`src/rtl/integration_pkg.sv`:
```
// Shared constants for the integration MAC: register map, CTRL/STATUS bit
// positions and the controller state type.
package integration_pkg;

    localparam logic [7:0] ADDR_A      = 8'd0;
    localparam logic [7:0] ADDR_B      = 8'd1;
    localparam logic [7:0] ADDR_CTRL   = 8'd2;
    localparam logic [7:0] ADDR_STATUS = 8'd3;
    localparam logic [7:0] ADDR_RESULT = 8'd4;

    localparam int CTRL_START = 0;
    localparam int CTRL_ACC   = 1;

    localparam int STAT_BUSY = 0;
    localparam int STAT_DONE = 1;
    localparam int STAT_OVF  = 2;

    typedef enum logic [0:0] {
        ST_IDLE = 1'b0,
        ST_CALC = 1'b1
    } state_t;

    function automatic logic [2:0] pack_status(input logic busy, input logic done,
                                               input logic ovf);
        logic [2:0] s;
        s             = 3'b000;
        s[STAT_BUSY]  = busy;
        s[STAT_DONE]  = done;
        s[STAT_OVF]   = ovf;
        return s;
    endfunction

endpackage

```
`src/rtl/seq_multiplier.sv`:
```
// Unsigned shift-add multiplier: operands captured on start, then exactly N
// iterations of one multiplier bit per cycle, done pulses on the last one.
module seq_multiplier #(
    parameter int N = 32
) (
    input  logic           clk,
    input  logic           rst_n,
    input  logic           start,
    input  logic [N-1:0]   a,
    input  logic [N-1:0]   b,
    output logic           busy,
    output logic           done,
    output logic [2*N-1:0] product
);

    localparam int CW = $clog2(N);
    localparam logic [CW-1:0] LAST = CW'(N - 1);

    logic [2*N-1:0] mcand;
    logic [N-1:0]   mplier;
    logic [CW-1:0]  cnt;

    always_ff @(posedge clk or negedge rst_n) begin
        if (!rst_n) begin
            mcand   <= '0;
            mplier  <= '0;
            cnt     <= '0;
            busy    <= 1'b0;
            done    <= 1'b0;
            product <= '0;
        end else begin
            done <= 1'b0;
            if (start && !busy) begin
                mcand   <= {{N{1'b0}}, a};
                mplier  <= b;
                product <= '0;
                cnt     <= '0;
                busy    <= 1'b1;
            end else if (busy) begin
                // Zero multiplier bits still cost a cycle: latency is data-independent.
                if (mplier[0]) begin
                    product <= product + mcand;
                end
                mcand  <= mcand << 1;
                mplier <= mplier >> 1;
                cnt    <= cnt + 1'b1;
                if (cnt == LAST) begin
                    busy <= 1'b0;
                    done <= 1'b1;
                end
            end
        end
    end

endmodule

```
`src/rtl/integration_mac.sv`:
```
// Memory-mapped scaled multiply/accumulate: register decode, control FSM,
// scaling, accumulation and overflow flags around seq_multiplier.
module integration_mac
    import integration_pkg::*;
#(
    parameter int N        = 32,
    parameter int SCALE_SH = 1
) (
    input  logic         csi_clk,
    input  logic         rsi_rst_n,
    input  logic [7:0]   avs_s0_address,
    input  logic         avs_s0_write,
    input  logic [N-1:0] avs_s0_writedata,
    input  logic         avs_s0_read,
    output logic [N-1:0] avs_s0_readdata,
    output logic [N-1:0] coe_R,
    output logic         coe_done,
    output logic         coe_busy
);

    state_t         state;
    logic [N-1:0]   reg_a;
    logic [N-1:0]   reg_b;
    logic           work_acc;
    logic           done_flag;
    logic           ovf_flag;

    logic           mul_busy;
    logic           mul_done;
    logic [2*N-1:0] mul_product;

    logic           bus_open;
    logic           start_accept;
    logic [3*N-1:0] shifted;
    logic [N:0]     sum;
    logic           next_ovf;

    // The bus registers and CTRL are frozen for the whole CALC state.
    assign bus_open     = (state == ST_IDLE);
    assign start_accept = bus_open && !mul_busy && avs_s0_write &&
                          (avs_s0_address == ADDR_CTRL) && avs_s0_writedata[CTRL_START];

    assign shifted  = {{N{1'b0}}, mul_product} << SCALE_SH;
    assign sum      = {1'b0, (work_acc ? coe_R : {N{1'b0}})} + {1'b0, shifted[N-1:0]};
    assign next_ovf = (|shifted[3*N-1:N]) | sum[N];

    seq_multiplier #(.N(N)) u_mul (
        .clk     (csi_clk),
        .rst_n   (rsi_rst_n),
        .start   (start_accept),
        .a       (reg_a),
        .b       (reg_b),
        .busy    (mul_busy),
        .done    (mul_done),
        .product (mul_product)
    );

    always_ff @(posedge csi_clk or negedge rsi_rst_n) begin
        if (!rsi_rst_n) begin
            reg_a <= '0;
            reg_b <= '0;
        end else if (avs_s0_write && bus_open) begin
            if (avs_s0_address == ADDR_A) begin
                reg_a <= avs_s0_writedata;
            end
            if (avs_s0_address == ADDR_B) begin
                reg_b <= avs_s0_writedata;
            end
        end
    end

    always_ff @(posedge csi_clk or negedge rsi_rst_n) begin
        if (!rsi_rst_n) begin
            state     <= ST_IDLE;
            work_acc  <= 1'b0;
            done_flag <= 1'b0;
            ovf_flag  <= 1'b0;
            coe_R     <= '0;
            coe_done  <= 1'b0;
            coe_busy  <= 1'b0;
        end else begin
            coe_done <= 1'b0;
            // Busy rises one edge after START is sampled and falls on the completion edge.
            coe_busy <= (state == ST_CALC) && !mul_done;
            case (state)
                ST_IDLE: begin
                    if (start_accept) begin
                        state     <= ST_CALC;
                        work_acc  <= avs_s0_writedata[CTRL_ACC];
                        done_flag <= 1'b0;
                    end
                end
                ST_CALC: begin
                    if (mul_done) begin
                        state     <= ST_IDLE;
                        coe_R     <= sum[N-1:0];
                        ovf_flag  <= next_ovf;
                        done_flag <= 1'b1;
                        coe_done  <= 1'b1;
                    end
                end
                default: state <= ST_IDLE;
            endcase
        end
    end

    // Registered read path: the value returned is the one before any same-cycle write.
    always_ff @(posedge csi_clk or negedge rsi_rst_n) begin
        if (!rsi_rst_n) begin
            avs_s0_readdata <= '0;
        end else if (avs_s0_read) begin
            case (avs_s0_address)
                ADDR_A:      avs_s0_readdata <= reg_a;
                ADDR_B:      avs_s0_readdata <= reg_b;
                ADDR_STATUS: avs_s0_readdata <= {{(N-3){1'b0}},
                                                 pack_status(coe_busy, done_flag, ovf_flag)};
                ADDR_RESULT: avs_s0_readdata <= coe_R;
                default:     avs_s0_readdata <= '0;
            endcase
        end
    end

endmodule

```
`config.mk`:
```
export PLATFORM = sky130hd
export DESIGN_NAME = integration_mac
export DESIGN_NICKNAME = d
export VERILOG_FILES = /design/src/rtl/integration_pkg.sv /design/src/rtl/seq_multiplier.sv /design/src/rtl/integration_mac.sv
export SDC_FILE = /design/constraint.sdc
export NUM_CORES = 1
export LEC_CHECK = 0
export BUFFER_PORTS_ARGS = -buffer_cell sky130_fd_sc_hd__buf_2
export CAP_MARGIN = 20
export CELL_PAD_IN_SITES_DETAIL_PLACEMENT = 1
export CELL_PAD_IN_SITES_GLOBAL_PLACEMENT = 2
export CORE_MARGIN = 1.5
export CORE_UTILIZATION = 36
export CTS_CLUSTER_SIZE = 16
export DETAILED_ROUTE_END_ITERATION = 16
export PLACE_DENSITY_LB_ADDON = 0.1
export SYNTH_ARGS = -nofsm -noshare
export SYNTH_HDL_FRONTEND = slang
export SYNTH_HIERARCHICAL = 1
export SYNTH_SLANG_ARGS = --single-unit
```
`constraint.sdc`:
```
create_clock -name csi_clk -period 2.9 [get_ports csi_clk]
set_clock_uncertainty 0.05 [all_clocks]
set_input_delay 0.58 -clock csi_clk [delete_from_list [all_inputs] [get_ports csi_clk]]
set_output_delay 0.58 -clock csi_clk [all_outputs]
set_load 0.1 [all_outputs]
```
==> parameters.txt, run 1 <==
Parameter                              Value

Outcome
  Outcome ... finished, violations left
  Violations in the final reports ... setup timing

Place
  Routability-driven placement congestion ratio ... just under 0.9
  HPWL Detailed ... about 48 mm
  Placed insts ... 2840
  Count of port buffers added during placement ... 108

Routing
  Via-per-instance ratio ... about 5.4
  Post-Route WL ... 65.6 mm
  Vias ... ~16000
  DRT antenna net count ... 0
  Number of detailed-routing iterations run before antenna repair ... 6
  Iteration-0 DRC count of the detailed router ... between 900 and 1000
  DRC violations left ... 0
  Routed wire length per instance ... ~22 µm

STA
  Period utilisation layout ... 106%
  Slew at the pin closest to its max-slew limit ... about 720 ps
  Unrepaired setup endpoints after global routing ... yes
  Setup-violating endpoint count in the final report ... 35
  Peak clock frequency supported by timing ... between 0.3 and 0.4 GHz
  Final Slew Violations ... 0
  Final worst path period need ... 3070 ps
  Post-route worst hold slack ... 209 ps
  Post-route worst setup slack ... -166 ps
  Final hold violation count ... 0
  Summed negative setup slack over all endpoints ... -2700 ps
  Worst slew margin relative to its limit ... 51.6%

Layout
  Growth of design area from synthesis to finish ... 38.0%
  Fill cell instance count of the final layout ... 5425
  Number of nets in the layout ... between 2000 and 2500
  Ratio of cells with drive above 1 in the final layout ... a little over a third
  Post-route non-filler standard cell count ... slightly below 3000
  Total inserted antenna cells ... 0

Global route
  First-pass GRT wire length ... ~100 mm
  Vias in the first global route ... around 17000
  Congestion Overflow GR ... 0
  Largest net degree at the start of global routing ... roughly 140
  Global-route usage over all layers ... 25.9%
  Number of antenna violations at the first check in global routing ... 2

Synthesis
  Most common flop cell mapped by yosys ... dfrtp_1
  Number of flops mapped to enable cells by yosys ... 0
  Largest area contributor in the synthesized netlist ... dfrtp_1
  Ys async rst share ... 100%
  Post-Synthesis Net Count ... 1982
  Sequential share of the synthesized area ... between 40% and 50%
  Synth unique cells ... 86
  Yosys warning count ... 6
  Avg Synthesized Cell Area ... ~9.6 µm²
  Most instantiated library cell after synthesis ... dfrtp_1
  Gate count of the mapped netlist ... 1840
  Largest cells by area after synthesis ... dfrtp_1 (42%), ha_1 (6.8%), o21ai_0 (5.2%), nand2_1 (5.1%), mux2i_1 (3.8%)
  Proportion of netlist area held by the largest area contributor ... a little over two fifths
  Top cells by count, synth ... dfrtp_1 (300), nand2_1 (241), o21ai_0 (185)
  Netlist area before placement ... about 18000 µm²
  Synthesis-stage register bit count ... 300

Clocking
  Clock Latency Late Sink ... around 570 ps
  Number of H-tree levels ... 2
  TritonCTS clock tree ... done
  Longest Clk Path Bufs ... 3
  Clock buffer count from CTS ... 39
  Clock tree root buffer cell ... clkbuf_16
  Clock-pin slew reported for the worst setup and hold paths after clock tree synthesis ... around 60 ps
  Sinks on Clock Net ... 300

Power and ir drop
  Sw Share ... roughly two fifths
  Int Pwr ... between 0.01 and 0.015 W
  Switching component of the power ... ~0.0095 W
  Static leakage power ... 11.3 nW
  Pwr per Cell Area ... just under 1000 nW/µm²
  Total power consumption of the routed design ... between 0.02 and 0.025 W
  Sequential power share ... 25.3%
  Power share of the clock group ... a little over a fifth
  Highest ir drop seen on vdd ... 0.554 mV
  Combinational group share of total power ... 53.8%

Setup path
  Nature of the critical path endpoint ... register
  R2r startpoint ... u_mul/product[0]$_DFFE_PN0P_
  Required time reported for the critical path endpoint ... 3300 ps
  Kind of launch point of the worst setup path ... register
  Reg2Reg Capture Point ... u_mul/product[48]$_DFFE_PN0P_
  Flop-to-flop setup slack ... -170 ps
  Maximum fanout encountered on the critical timing path ... 3
  Crit path DAT ... ~3500 ps
  Start-to-end type of the worst setup path ... reg2reg
  Register-to-Register Path Depth ... 16

Job
  Maximum capacitance violations ... 0

Floorplan
  Total I/O pin count ... 110
  Die footprint ... 50600 µm²
  Core box area ... around 49000 µm²
  Initial core utilization ... a little over a third
  Height of the chip ... between 200 and 250 µm
  Number of rows in the core area ... 81
  DIE WIDTH ... 225 µm

Worst hold path
  Worst Hold Class ... in2reg
  Hold worst-path end ... reg_b[2]$_DFFE_PN0P_
  Hold path startpoint ... avs_s0_writedata[2]
  Number of instances on the worst hold path ... 2
flip-flops by register name, summed over array words and instances (netlist names), 5 cells and up:
register	cells
coe_R	31
u_mul/mcand	64
u_mul/cnt	5
u_mul/mplier	32
reg_b	32
avs_s0_readdata	32
u_mul/product	64
reg_a	32
routing by layer:
metal	up-vias	global-route usage (%)	part of all wire, %
li1	7507	-	-
met1	8150	34.6	45
met2	313	43.1	48
met3	111	3.44	3.6
met4	0	8.72	3.6
met5	-	0	0
per-stage QoR:
step           worst slack, ps  area [µm²]  util, %
2_1_floorplan            -76.6       17700        -
3_3_place_gp              -393       21400     43.9
3_5_place_dp              -563       21400     43.9
4_1_cts                   -137       23600     48.3
5_1_grt                   -324       24400     50.1
6_report                  -166       24400     50.1
how the worst max path moves through the flow:
stage                                 start                       endpoint  cells past startpoint
2_1_floorplan             avs_s0_address[7]    u_mul/mplier[4]$_DFFE_PN0P_                      9
4_1_cts        u_mul/product[0]$_DFFE_PN0P_  u_mul/product[60]$_DFFE_PN0P_                     15
3_3_place_gp   u_mul/product[1]$_DFFE_PN0P_  u_mul/product[48]$_DFFE_PN0P_                     15
3_5_place_dp   u_mul/product[0]$_DFFE_PN0P_  u_mul/product[40]$_DFFE_PN0P_                     14
5_1_grt          u_mul/mcand[0]$_DFFE_PN0P_  u_mul/product[62]$_DFFE_PN0P_                     15
6_report       u_mul/product[0]$_DFFE_PN0P_  u_mul/product[48]$_DFFE_PN0P_                     16
cells by family after synthesis:
group | Yosys count | share of synthesized area, %
flops | 300 | 42.4
fa+ha+maj | 98 | 7.01
mux | 132 | 8.55
buf+inv | 169 | 3.86
xor+xnor | 85 | 4.20
compound gates | 558 | 20.9
simple gates | 497 | 13.1
other cells | 1 | 0.0212
worst max-delay path, cell delays in order (launching register included):
cell and delay, ps:
dfrtp_1 360, ha_2 200, inv_2 40, fa_2 360
nor2b_4 150, o31ai_4 80, a211oi_2 220, buf_4 170
buf_4 120, o21bai_4 80, a211oi_4 340, nor2_4 90
nor3b_4 240, a2111oi_4 70, o21ai_2 160, xnor2_1 120
o21ai_1 80
final cells by class:
| cell class | instances | area (µm²) | share of cell area [%] |
|---|---|---|---|
| flip-flops and latches | 300 | 7530 | 30.8 |
| repair buffers | 493 | 3770 | 15.4 |
| clock inverters | 10 | 149 | 0.609 |
| clock buffers | 59 | 1190 | 4.87 |
| multi-input cells | 1371 | 10700 | 44.0 |
| well taps | 664 | 831 | 3.40 |
| inverters | 57 | 216 | 0.886 |
placed cells by master, fill, tap and decap left out, drive strengths merged, types with 29 or more instances in the layout:
cell type,instances
clkbuf,61
mux2,65
inv,59
mux2i,67
a21o,42
ha,96
xnor2,46
buf,490
dfrtp,300
a22o,39
a222oi,29
nor2,76
nand4,33
o21ai,203
o22ai,31
nand2,243
a21oi,106
xor2,39
and2,35
power by group through the flow:
stage	Combinational (W)	Clock [W]	Sequential, W
5_1_grt	0.0143	0.00536	0.00627
6_report	0.0131	0.00509	0.00615
2_1_floorplan	0.00585	0	0.00580
3_5_place_dp	0.0109	0	0.00610
3_3_place_gp	0.0107	0	0.00605
4_1_cts	0.0120	0.00522	0.00616
what timing repair did:
action                     in CTS  in global routing
resized for setup             145                147
buffers inserted               20                 32
hold buffers                    1                  0
hold endpoints to repair       52                  0
pin swaps                      68                 99
setup endpoints to repair      52                 56
cloned                          0                  2
No activity file was read; power rests on OpenSTA's default activity.
==> run 2, diff against run 1 <==
- CORE_ASPECT_RATIO: default -> 0.6
- TNS_END_PERCENT: default -> 5
==> run 2 against run 1 <==
Sequential share of layout area is 2.1 points higher. Fmax is 1.5% higher. Critical path type unchanged. First-iteration DRC count is 20% higher. Clock power is 6.5% lower. The flow still finishes with violations (setup timing). Final cell count is 3.6% lower. Die area hardly changed. Final area is 6.3% lower. Total power is 5.7% lower. Wire length is 3.4% higher. Hold slack better by 14 ps. Combinational power is 9% lower. Largest power group unchanged. Highest routed layer is now met5.
==> parameters.txt, run 2 (same netlist as run 1, synthesis figures left out) <==
Parameter                              Value

Outcome
  Outcome ... finished, violations left
  Violations in the final reports ... setup timing

Power and ir drop
  Highest ir drop seen on vdd ... between 0.5 and 0.6 mV
  Pwr per Cell Area ... ~1000 nW/µm²
  Static leakage power ... 10.7 nW

STA
  Slew at the pin closest to its max-slew limit ... between 800 and 900 ps
  Peak clock frequency supported by timing ... approximately 0.33 GHz
  Setup-violating endpoint count in the final report ... 25
  Post-route worst hold slack ... approximately 220 ps
  Unrepaired setup endpoints after global routing ... yes
  Final worst path period need ... just over 3000 ps
  Post-route worst setup slack ... -121 ps
  Final hold violation count ... 0
  Period utilisation layout ... 104%
  Worst slew margin relative to its limit ... between 40% and 50%
  Final Slew Violations ... 0

Routing
  Routed wire length per instance ... 23.8 µm
  DRC violations left ... 0
  Post-Route WL ... between 60 and 70 mm
  Via-per-instance ratio ... around 5.6
  Iteration-0 DRC count of the detailed router ... between 1000 and 1500
  DRT antenna net count ... 0
  Number of detailed-routing iterations run before antenna repair ... 5
  Vias ... ~16000

Layout
  Final Core Density ... about 48%
  Post-route non-filler standard cell count ... around 2800
  Top library cells by usage in the layout, fill and taps aside ... buf_4 (292), dfrtp_1 (284), nand2_1 (237)
  Commonest non-fill, non-tap cell in the layout ... buf_4
  Largest regs ... u_mul/mcand: 64 flops, u_mul/product: 64 flops
  Number of nets in the layout ... between 2000 and 2500
  Total inserted antenna cells ... 0
  Ratio of cells with drive above 1 in the final layout ... between 30% and 40%
  Growth of design area from synthesis to finish ... 29.3%

Floorplan
  Initial core utilization ... 36.8%
  DIE WIDTH ... approximately 290 µm
  Core box area ... between 40000 and 50000 µm²
  Total I/O pin count ... 110
  Height of the chip ... around 170 µm
  Die footprint ... approximately 51000 µm²
  Number of rows in the core area ... 62

Setup path
  R2r startpoint ... u_mul/mcand[24]$_DFFE_PN0P_
  Required time reported for the critical path endpoint ... about 3300 ps
  Nature of the critical path endpoint ... register
  Crit path DAT ... approximately 3400 ps
  Delay-heaviest family, CP ... compound AO/OA/AOI/OAI gates
  Register-to-Register Path Depth ... 13
  Worst-path cell with the longest stage delay ... dfrtp_2
  Number of buffer and inverter stages on the critical path ... 3
  Flop-to-flop setup slack ... -120 ps
  Start-to-end type of the worst setup path ... reg2reg
  Reg2Reg Capture Point ... u_mul/product[44]$_DFFE_PN0P_
  Critical path's largest stage delay ... 470 ps
  Ordered cell list for the critical path ... ha_4, buf_4, nand4_1, inv_1, a221oi_2, o221a_2, o41ai_2, nor2_2, nor3b_2, a2111oi_4, buf_4, xnor2_1, o21ai_0
  Dominant cell type by count on the critical path ... buf_4
  Kind of launch point of the worst setup path ... register
  Maximum fanout encountered on the critical timing path ... 4

Worst hold path
  Worst Hold Class ... in2reg
  Number of instances on the worst hold path ... 2
  Hold worst-path end ... reg_b[7]$_DFFE_PN0P_
  Hold path startpoint ... avs_s0_writedata[7]

Place
  Routability-driven placement congestion ratio ... 0.925
  HPWL Detailed ... 52.0 mm
  Count of port buffers added during placement ... ~110
  Placed insts ... 2772

Job
  Maximum capacitance violations ... 0

Global route
  Vias in the first global route ... about 16000
  Global-route usage over all layers ... between 20 and 30%
  Number of antenna violations at the first check in global routing ... 4
  Congestion Overflow GR ... 0
  First-pass GRT wire length ... 104 mm
  Largest net degree at the start of global routing ... 71

Clocking
  Clock buffer count from CTS ... 34
  TritonCTS clock tree ... done
  Clock-pin slew reported for the worst setup and hold paths after clock tree synthesis ... 60 ps
  Sinks on Clock Net ... 300
  Longest Clk Path Bufs ... 3
  Number of H-tree levels ... 2
  Clock tree root buffer cell ... clkbuf_16
  Clock Latency Late Sink ... 550 ps
==> run 2: cell types whose count changed in the layout (fill, tap and decap cells not counted), moves of 8 or more <==
| cell | before | now |
|---|---|---|
| ha_1 | 59 | 72 |
| o21ai_2 | 13 | 5 |
| o21ai_1 | 49 | 29 |
| o21ai_0 | 135 | 167 |
| xnor2_2 | 8 | 0 |
| buf_6 | 27 | 4 |
| a21oi_1 | 74 | 88 |
| xnor2_1 | 38 | 46 |
| ha_4 | 31 | 16 |
| buf_4 | 339 | 292 |
| and2_1 | 27 | 35 |
| clkbuf_8 | 14 | 5 |
| a21oi_2 | 24 | 12 |
==> run 2: per-stage QoR <==
| stage | worst slack (ps) | setup TNS (ps) | total power [W] | instance area (µm²) |
|---|---|---|---|---|
| after floorplan | -79.9 | -4830 | 0.0117 | 17700 |
| after global placement | -388 | -7000 | 0.0168 | 21000 |
| after detailed placement | -577 | -11720 | 0.0170 | 21000 |
| after CTS | -211 | -3010 | 0.0225 | 22700 |
| after global routing | -252 | -5540 | 0.0245 | 22900 |
| final | -121 | -1370 | 0.0229 | 22900 |
==> run 2: power by group <==
part	switching (W)	internal [W]
registers	0.00106	0.00518
clock network	0.00198	0.00278
logic	0.00627	0.00566
==> run 2: layout make-up <==
| class | instances | area, µm² |
|---|---|---|
| sequential | 300 | 7530 |
| timing repair buffer | 418 | 3060 |
| multi-input combinational | 1371 | 10100 |
| inverter | 57 | 216 |
| tap | 640 | 801 |
| clock inverter | 17 | 267 |
| clock buffer | 44 | 938 |
| fill | 5441 | 25300 |
==> run 2: timing repair <==
action,4_1_cts,5_1_grt
hold endpoints to repair,46,0
setup buffers,9,5
hold buffers,1,0
endpoints found under the setup margin,54,56
pin swaps,36,24
gates resized for setup,78,50
==> run 2: layer usage <==
metal / up-vias / GRT usage [%] / routed length [µm]
li1: 7365 / - / -
met1: 8137 / 43.8 / 36100
met2: 332 / 35.1 / 25900
met3: 57 / 7.64 / 5110
met4: 4 / 4.10 / 770
met5: - / 0 / 23
==> run 2: worst max path at each step <==
stage                                          endpoint                         start  slack [ps]  depth (start not counted)
after floorplan             u_mul/mplier[4]$_DFFE_PN0P_             avs_s0_address[7]         -80                          9
after global placement    u_mul/product[28]$_DFFE_PN0P_  u_mul/product[0]$_DFFE_PN0P_        -390                         16
after detailed placement  u_mul/product[28]$_DFFE_PN0P_    u_mul/mcand[0]$_DFFE_PN0P_        -580                         16
after CTS                 u_mul/product[52]$_DFFE_PN0P_    u_mul/mcand[0]$_DFFE_PN0P_        -210                         14
after global routing      u_mul/product[60]$_DFFE_PN0P_    u_mul/mcand[0]$_DFFE_PN0P_        -250                         14
final                     u_mul/product[44]$_DFFE_PN0P_   u_mul/mcand[24]$_DFFE_PN0P_        -120                         13
